$ cat config.mk
export PLATFORM = sky130hd
export DESIGN_NAME = aha_clock_switch_sequencer
export DESIGN_NICKNAME = d
export VERILOG_FILES = /design/src/rtl/aha_clk_seq_pkg.sv /design/src/rtl/aha_settle_timer.sv /design/src/rtl/aha_clock_switch_sequencer.sv
export SDC_FILE = /design/constraint.sdc
export NUM_CORES = 1
export LEC_CHECK = 0
export ABC_AREA = 1
export CORE_MARGIN = 8
export CORE_UTILIZATION = 48
export CTS_CLUSTER_SIZE = 14
export DETAILED_ROUTE_END_ITERATION = 12
export PLACE_DENSITY = 0.83
export SLEW_MARGIN = 10
export SYNTH_ARGS = -nofsm -noshare
export SYNTH_HDL_FRONTEND = slang
export SYNTH_HIERARCHICAL = 1
export SYNTH_SLANG_ARGS = --single-unit
export TNS_END_PERCENT = 5
$ cat constraint.sdc
create_clock -name CLK -period 1.8 [get_ports CLK]
set_input_delay 0.45 -clock CLK [delete_from_list [all_inputs] [get_ports CLK]]
set_output_delay 0.45 -clock CLK [all_outputs]
set_load 0.1 [all_outputs]
$ cat src/rtl/aha_clk_seq_pkg.sv
// Shared types and helpers for the clock-switch sequencer.
package aha_clk_seq_pkg;

    typedef enum logic [1:0] {
        IDLE      = 2'd0,
        GATE_WAIT = 2'd1,
        SEL_WAIT  = 2'd2
    } seq_state_t;

    localparam int DEFAULT_MAX_SEL = 5;

    function automatic int clog2(input int value);
        int r;
        r = 0;
        while ((1 << r) < value) begin
            r = r + 1;
        end
        return (r < 1) ? 1 : r;
    endfunction

endpackage

$ cat src/rtl/aha_settle_timer.sv
// Loadable down-counter that parks at zero and flags it.
module aha_settle_timer
    import aha_clk_seq_pkg::*;
#(
    parameter int SETTLE_CYCLES = 64
) (
    input  logic clk,
    input  logic srst,
    input  logic load,
    input  logic en,
    output logic zero
);

    localparam int CW = clog2(SETTLE_CYCLES + 1);

    logic [CW-1:0] count_q;
    logic [CW-1:0] count_d;

    always_comb begin
        count_d = count_q;
        if (load) begin
            count_d = CW'(SETTLE_CYCLES - 1);
        end else if (en && (count_q != '0)) begin
            count_d = count_q - 1'b1;
        end
    end

    always_ff @(posedge clk) begin
        if (srst) begin
            count_q <= '0;
        end else begin
            count_q <= count_d;
        end
    end

    assign zero = (count_q == '0);

endmodule

$ cat src/rtl/aha_clock_switch_sequencer.sv
// Glitch-safe divider switch: gate, settle, change select, settle, restore gate.
module aha_clock_switch_sequencer
    import aha_clk_seq_pkg::*;
#(
    parameter int SEL_WIDTH     = 3,
    parameter int MAX_SEL       = DEFAULT_MAX_SEL,
    parameter int SETTLE_CYCLES = 64,
    parameter int RESET_SELECT  = 0,
    parameter bit RESET_GATE    = 1'b1
) (
    input  logic                 CLK,
    input  logic                 RESET,
    input  logic                 REQ_VALID,
    output logic                 REQ_READY,
    input  logic [SEL_WIDTH-1:0] REQ_SELECT,
    input  logic                 REQ_GATE,
    output logic [SEL_WIDTH-1:0] CLK_SELECT,
    output logic                 CLK_GATE,
    output logic                 BUSY,
    output logic                 DONE,
    output logic                 REQ_ERR
);

    seq_state_t state_q, state_d;
    logic [SEL_WIDTH-1:0] sel_q, sel_d;
    logic [SEL_WIDTH-1:0] clk_select_q, clk_select_d;
    logic gate_q, gate_d;
    logic err_q, err_d;
    logic clk_gate_q, clk_gate_d;
    logic busy_q, busy_d;
    logic done_q, done_d;
    logic req_err_q, req_err_d;

    logic                 timer_load;
    logic                 timer_en;
    logic                 timer_zero;
    logic                 clamp_err;
    logic [SEL_WIDTH-1:0] sel_clamped;

    aha_settle_timer #(
        .SETTLE_CYCLES(SETTLE_CYCLES)
    ) u_timer (
        .clk (CLK),
        .srst(RESET),
        .load(timer_load),
        .en  (timer_en),
        .zero(timer_zero)
    );

    assign clamp_err   = (REQ_SELECT > SEL_WIDTH'(MAX_SEL));
    assign sel_clamped = clamp_err ? SEL_WIDTH'(MAX_SEL) : REQ_SELECT;

    always_comb begin
        state_d      = state_q;
        sel_d        = sel_q;
        gate_d       = gate_q;
        err_d        = err_q;
        clk_select_d = clk_select_q;
        clk_gate_d   = clk_gate_q;
        done_d       = 1'b0;
        req_err_d    = 1'b0;
        timer_load   = 1'b0;
        timer_en     = 1'b0;
        case (state_q)
            IDLE: begin
                if (REQ_VALID) begin
                    sel_d  = sel_clamped;
                    gate_d = REQ_GATE;
                    err_d  = clamp_err;
                    // Same divider: no select change, so the gate can move immediately.
                    if (sel_clamped == clk_select_q) begin
                        clk_gate_d = REQ_GATE;
                        done_d     = 1'b1;
                        req_err_d  = clamp_err;
                    end else begin
                        clk_gate_d = 1'b1;
                        timer_load = 1'b1;
                        state_d    = GATE_WAIT;
                    end
                end
            end
            GATE_WAIT: begin
                if (timer_zero) begin
                    clk_select_d = sel_q;
                    timer_load   = 1'b1;
                    state_d      = SEL_WAIT;
                end else begin
                    timer_en = 1'b1;
                end
            end
            SEL_WAIT: begin
                if (timer_zero) begin
                    clk_gate_d = gate_q;
                    done_d     = 1'b1;
                    req_err_d  = err_q;
                    state_d    = IDLE;
                end else begin
                    timer_en = 1'b1;
                end
            end
            default: state_d = IDLE;
        endcase
        busy_d = (state_d != IDLE);
    end

    always_ff @(posedge CLK) begin
        if (RESET) begin
            state_q      <= IDLE;
            sel_q        <= SEL_WIDTH'(RESET_SELECT);
            gate_q       <= RESET_GATE;
            err_q        <= 1'b0;
            clk_select_q <= SEL_WIDTH'(RESET_SELECT);
            clk_gate_q   <= RESET_GATE;
            busy_q       <= 1'b0;
            done_q       <= 1'b0;
            req_err_q    <= 1'b0;
        end else begin
            state_q      <= state_d;
            sel_q        <= sel_d;
            gate_q       <= gate_d;
            err_q        <= err_d;
            clk_select_q <= clk_select_d;
            clk_gate_q   <= clk_gate_d;
            busy_q       <= busy_d;
            done_q       <= done_d;
            req_err_q    <= req_err_d;
        end
    end

    assign REQ_READY  = (state_q == IDLE);
    assign BUSY       = busy_q;
    assign DONE       = done_q;
    assign REQ_ERR    = req_err_q;
    assign CLK_SELECT = clk_select_q;
    assign CLK_GATE   = clk_gate_q;

endmodule

* Word-level counts from Yosys, hierarchy flattened
Cells that the tools add are included.
** Storage, ports and cells
- Memory bits (read-only) :: 0
- Memories :: 0
- Register bits :: 21
- Input port bits :: 7
- RAM bits :: 0
- Word-level logic and storage cells :: 55
- Output and inout port bits :: 8
- Bits in latches :: 0
** Operators by class
- Div/mod/pow operators :: 0
- Bitwise logic cells :: 0
- Reduce and logical (&&, ||, !) cells :: 12
- Shift operators :: 0
- Add/subtract/negate cells :: 1
- Equal/unequal tests :: 5
- Mux-type cells :: 25
- $mul :: 0
- Order comparisons :: 1
** Operators with widths (count)
- two-way mux 1 bit :: 13
- two-way mux 6 bit :: 2
- two-way mux 2 bit :: 4
- case mux 1 bit (2 select lines) :: 4
- logical NOT 7 bit :: 1
- nonzero test 7 bit :: 1
- subtractor 7 x 1 -> 7 bit (second input constant) :: 1
- case mux 2 bit (3 select lines) :: 1
- nonzero test 2 bit :: 3
- != test 2 bit (second input constant) :: 2
- AND reduction 2 bit :: 2
- OR reduction 2 bit :: 2
- == test 3 bit :: 1
- greater-than comparator 3 bit (second input constant) :: 1
- two-way mux 3 bit :: 1
- AND reduction 3 bit :: 1
- == test 2 x 1 -> 1 bit (second input constant) :: 1
- == test 2 bit (second input constant) :: 1
- logical NOT 2 bit :: 1
- logical AND 1 bit :: 1

* Longest topological paths before layout
- Depth in word-level cells :: 7
- Gate-level depth with buffers :: 12
- Gate-level depth less buffers :: 12

* Hierarchy
Netlist, hierarchy kept.
** By module, submodules not included
- aha_clock_switch_sequencer :: times used 1, area an instance 681.9 um^2, seq. area each 280.3 um^2, cells an instance 94
- aha_settle_timer :: times used 1, area an instance 450.4 um^2, seq. area each 140.1 um^2, cells an instance 68

* Worst setup path before layout
OpenSTA, ideal clock, no wires.
- Path kind :: register to register
- From :: reg state_q[0]
- To :: reg u_timer.count_q[5]
- Setup slack :: -0.569 ns
- Data required time :: 1.730 ns
- Clock period less this slack :: 2.369 ns
- Setup time :: 0.070 ns
- Path buffers :: 0
- Cell stages (with the launch flop) :: 11
- Arrival time :: 2.300 ns
- Cell sequence :: dfxtp_1 -> inv_1 -> ha_1 -> nand2_2 -> inv_1 -> nand2_1 -> nand2_1 -> clkinv_1 -> nand2_2 -> nand2_1 -> a21oi_1
** On the way
- Elaborated cells between the ends (all ways) :: 9
- Classes of those cells :: eq/ne (2); mux (3); reduce/logical (4)
** RTL lines
- start, declared :: RTL line aha_clock_switch_sequencer.sv:24 : seq_state_t state_q, state_d;
- start signal, assigned :: RTL line aha_clock_switch_sequencer.sv:118 : state_q <= state_d;
- logical NOT 2 bit (*)
- net REQ_READY :: RTL line aha_clock_switch_sequencer.sv:14 : output logic REQ_READY,
- case mux 1 bit (2 select lines) (*) :: RTL line aha_clock_switch_sequencer.sv:64 : case (state_q)
- net timer_load :: RTL line aha_clock_switch_sequencer.sv:34 : logic timer_load;
- two-way mux 6 bit or nonzero test 2 bit (tied branches)
- end signal, assigned :: RTL line aha_settle_timer.sv:32 : count_q <= count_d;
- end, declared :: RTL line aha_settle_timer.sv:16 : logic [CW-1:0] count_q;
The timed path passes the listed nets; every way through them passes the cells marked *.
A chain may end at the register's enable or synchronous reset.

* Worst setup path after layout
- From :: in REQ_SELECT[0]
- To :: reg u_timer.count_q[6]
** On the way
- Cells in the longest elaborated chain, start to end :: 7
** Ends and longest elaborated chain
- start, declared :: RTL line aha_clock_switch_sequencer.sv:15 : input logic [SEL_WIDTH-1:0] REQ_SELECT,
- greater-than comparator 3 bit :: RTL line aha_clock_switch_sequencer.sv:50 : assign clamp_err = (REQ_SELECT > SEL_WIDTH'(MAX_SEL));
- two-way mux 3 bit (*) :: RTL line aha_clock_switch_sequencer.sv:51 : assign sel_clamped = clamp_err ? SEL_WIDTH'(MAX_SEL) : REQ_SELECT;
- == test 3 bit (*) :: RTL line aha_clock_switch_sequencer.sv:71 : if (sel_clamped == clk_select_q) begin
- two-way mux 1 bit (*) :: RTL line aha_clock_switch_sequencer.sv:71
- two-way mux 1 bit (*) :: RTL line aha_clock_switch_sequencer.sv:66 : if (REQ_VALID) begin
- case mux 1 bit (2 select lines) (*) :: RTL line aha_clock_switch_sequencer.sv:64
- net timer_load :: RTL line aha_clock_switch_sequencer.sv:34
- OR reduction 2 bit (no line) (*)
Marks and branches as above.

==> metrics.md <==
| Metric | Value |
|---|---|
| Status | `complete, no violations` |
| Non-Filler Instances | `220` |
| Post-detailed-route count of antenna-violating nets | `0` |
| CP bufs+invs | `2` |
| Total track usage | `14.77%` |
| Clock Skews | `0.008403 ns` |
| Hold path cells | `2` |
| Antenna diodes | `0` |
| Top Ports | `15` |
| Sequential element share of the synthesized area | `37.13%` |
| CP Data Required Time | `2.04 ns` |
| Most frequent cells in the layout | `nand2_1, inv_1, dfxtp_1, nand3_1, a21oi_1` |
| Clk sinks | `21` |
| Slew @ Worst Pin | `0.2813 ns` |
| Worst VDD drop | `1704 uV` |
| 1st-iter DRT viols | `89` |
| Clock period minus worst slack | `1.653 ns` |
| Total setup buffers inserted after CTS | `0` |
| Drt wl/cell | `12.96 um` |
| Synth-to-Final Area Change | `35.36%` |
| H-tree depth | `1` |
| Cells after DPL | `216` |
| FF-to-FF path depth | `12` |
| Worst setup slack after placement | `-0.2410 ns` |
| Num rows | `17` |
| Yosys warning total | `6` |
| Leak pwr | `0.7221 nW` |
| Total CTS buffers | `3` |
| Die Y | `64.57 um` |
| Worst setup margin | `0.1473 ns` |
| Fmax | `605.1 MHz` |
| Hold_buf cts | `0` |
| Hold Startpoint | `err_q` |
| Hold Path Class | `register to register` |
| Hold Path End | `err_q` |
| Design Power | `2.594 mW` |
| Cell chain of the critical path | `clkdlybuf4s50_1 > inv_1 > nand2_1 > nand2_1 > nand2_2 > nand3_2 > nand2_1 > nand2_2 > or2_2 > a21oi_1` |
| Unrepaired setup endpoints after global routing | `no` |
| CP top delay family | `simple AND/OR/NAND/NOR gates` |
| Clock Tree Buf Depth | `2` |
| Initial antenna violation count | `0` |
| Final Hold Fails | `0` |
| DRT Pass-1 Iters | `4` |
| Most frequent CP cell | `nand2_1` |
| WL final | `2.852 mm` |
| DIE WIDTH | `64.57 um` |
| DRC | `0` |
| Slew margin rel. | `81.19%` |
| FF-to-FF End | `u_timer/count_q[2]` |
| Layout cells sized above 1 | `21.35%` |
| Commonest non-fill, non-tap cell in the layout | `nand2_1` |
| Worst reg2reg setup slack | `0.19 ns` |
| First-pass GRT wire length | `5.133 mm` |
| Area post-placement | `1495 sq um` |
| Synth cell types | `23` |
| Slowest-stage cell, CP | `clkdlybuf4s50_1` |
| Initial Utilization | `51.19%` |
| Final net count | `206` |
| Max-slew violations | `0` |
| Number of vias per cell | `5.350` |
| Mapped cell area | `1132 sq um` |
| Number of global-route vias before repair | `1208` |
| Crit path from | `REQ_SELECT[0]` |
| # fillers | `177` |
| Root Buffer | `clkbuf_4` |
| Max Cap Viol | `0` |
| IO buf count | `14` |
| Die Footprint | `4169 sq um` |
| Syn_nets | `175` |
| Avg Synthesized Cell Area | `6.990 sq um` |
| Skew-Pair Late Insertion Delay | `0.31 ns` |
| Crit Path Category | `input pin to register` |
| CP endpoint kind | `register` |
| CP arrival | `1.89 ns` |
| Final Cell Area | `1533 sq um` |
| Critical Path Fanout Max | `3` |
| PD cells | `1692 nW/um^2` |
| Largest net degree at the start of global routing | `12` |
| RePlAce Congestion | `0.9250` |
| Grt ovf | `0` |
| DR vias | `1177` |
| Number of synthesized register bits | `21` |
| Clock transition at path regs | `0.12 ns` |
| TritonCTS clock tree | `built` |
| Setup TNS | `0 ns` |
| CP peak stage delay | `0.45 ns` |
| Final setup vio count | `0` |
| CP Launch Type | `input pin` |
| Core footprint | `2212 sq um` |
| Worst r2r src | `u_timer/count_q[1]` |
| Final Cycle Share | `91.81%` |
| Cell count after synthesis | `162` |
| Post-DP HPWL | `2.270 mm` |
[through the flow]
step	utilization [%]	hold WS [ns]
6_report	69.29	0.4836
3_5_place_dp	67.59	0.4617
5_1_grt	69.29	0.4929
4_1_cts	68.78	0.4872
3_3_place_gp	67.59	0.4505
2_1_floorplan	-	0.4348
[Yosys cell counts]
cell type	number	area share, %
nand3_1	17	7.5
ha_1	6	6.6
o22ai_1	1	0.55
nand3_2	2	1.8
a21oi_2	1	0.77
nand4_1	3	1.7
nor2_4	1	0.99
or2_1	1	0.55
nand2_4	1	0.99
nor2_1	9	3.0
dfxtp_1	21	37
clkinv_1	1	0.33
xnor2_1	1	0.77
nand3b_1	2	1.3
or2_2	2	1.1
nand2_1	40	13
nor3_1	1	0.44
nand2_2	4	2.2
a21oi_1	16	7.1
a31oi_1	1	0.55
o211ai_1	1	0.66
o21ai_0	7	3.1
inv_1	23	7.6
[sequential cells by signal, summed over array words and instances, names as in the netlist, 2 cells and up]
register and cells:
u_timer/count_q 7, CLK_SELECT 3, sel_q 3, state_q 2
[kinds of logic after synthesis]
family          Yosys count  share of synthesized area [%]
compound gates           27                          12.71
xor+xnor                  1                         0.7736
fa+ha+maj                 6                          6.630
buf+inv                  24                          7.955
flops                    21                          37.13
simple gates             83                          34.81
[worst min-delay path, cell delays in order, from the launching register on]
cell	delay, ns
dfxtp_1	0.34
nand2_1	0.06
a21oi_1	0.06
[worst max path at each step]
stage / to / depth (start not counted)
2_1_floorplan: u_timer/count_q[5] / 10
3_3_place_gp: u_timer/count_q[6] / 10
3_5_place_dp: u_timer/count_q[2] / 12
4_1_cts: u_timer/count_q[2] / 12
5_1_grt: u_timer/count_q[1] / 12
6_report: u_timer/count_q[6] / 10
[layer usage]
metal | up-vias | wire length (um) | global-route usage, %
met5 | - | 0 | 0
met4 | 0 | 46 | 6.267
met3 | 8 | 100 | 2.749
met2 | 24 | 1482 | 26.09
met1 | 557 | 1223 | 16.95
li1 | 588 | - | -
[report_power, final]
| group | switching [mW] | leakage, nW | internal [mW] | total, mW |
|---|---|---|---|---|
| clock network | 0.144 | 0.0150 | 0.0865 | 0.231 |
| registers | 0.123 | 0.174 | 0.592 | 0.715 |
| logic | 1.04 | 0.533 | 0.610 | 1.65 |
[what timing repair did]
action / 4_1_cts / 5_1_grt
endpoints found under the setup margin: 3 / 6
resized for setup: 1 / 5
cloned: 0 / 0
[layout make-up]
class	count	area (sq um)	share of cell area, %
Multi-Input combinational cell	117	636.9	41.55
Sequential cell	21	424.2	27.67
Timing Repair Buffer	26	315.3	20.57
Inverter	24	95.09	6.204
Tap cell	28	35.03	2.286
Clock buffer	4	26.28	1.714
Note: power is estimated with default switching activity, not from simulation.
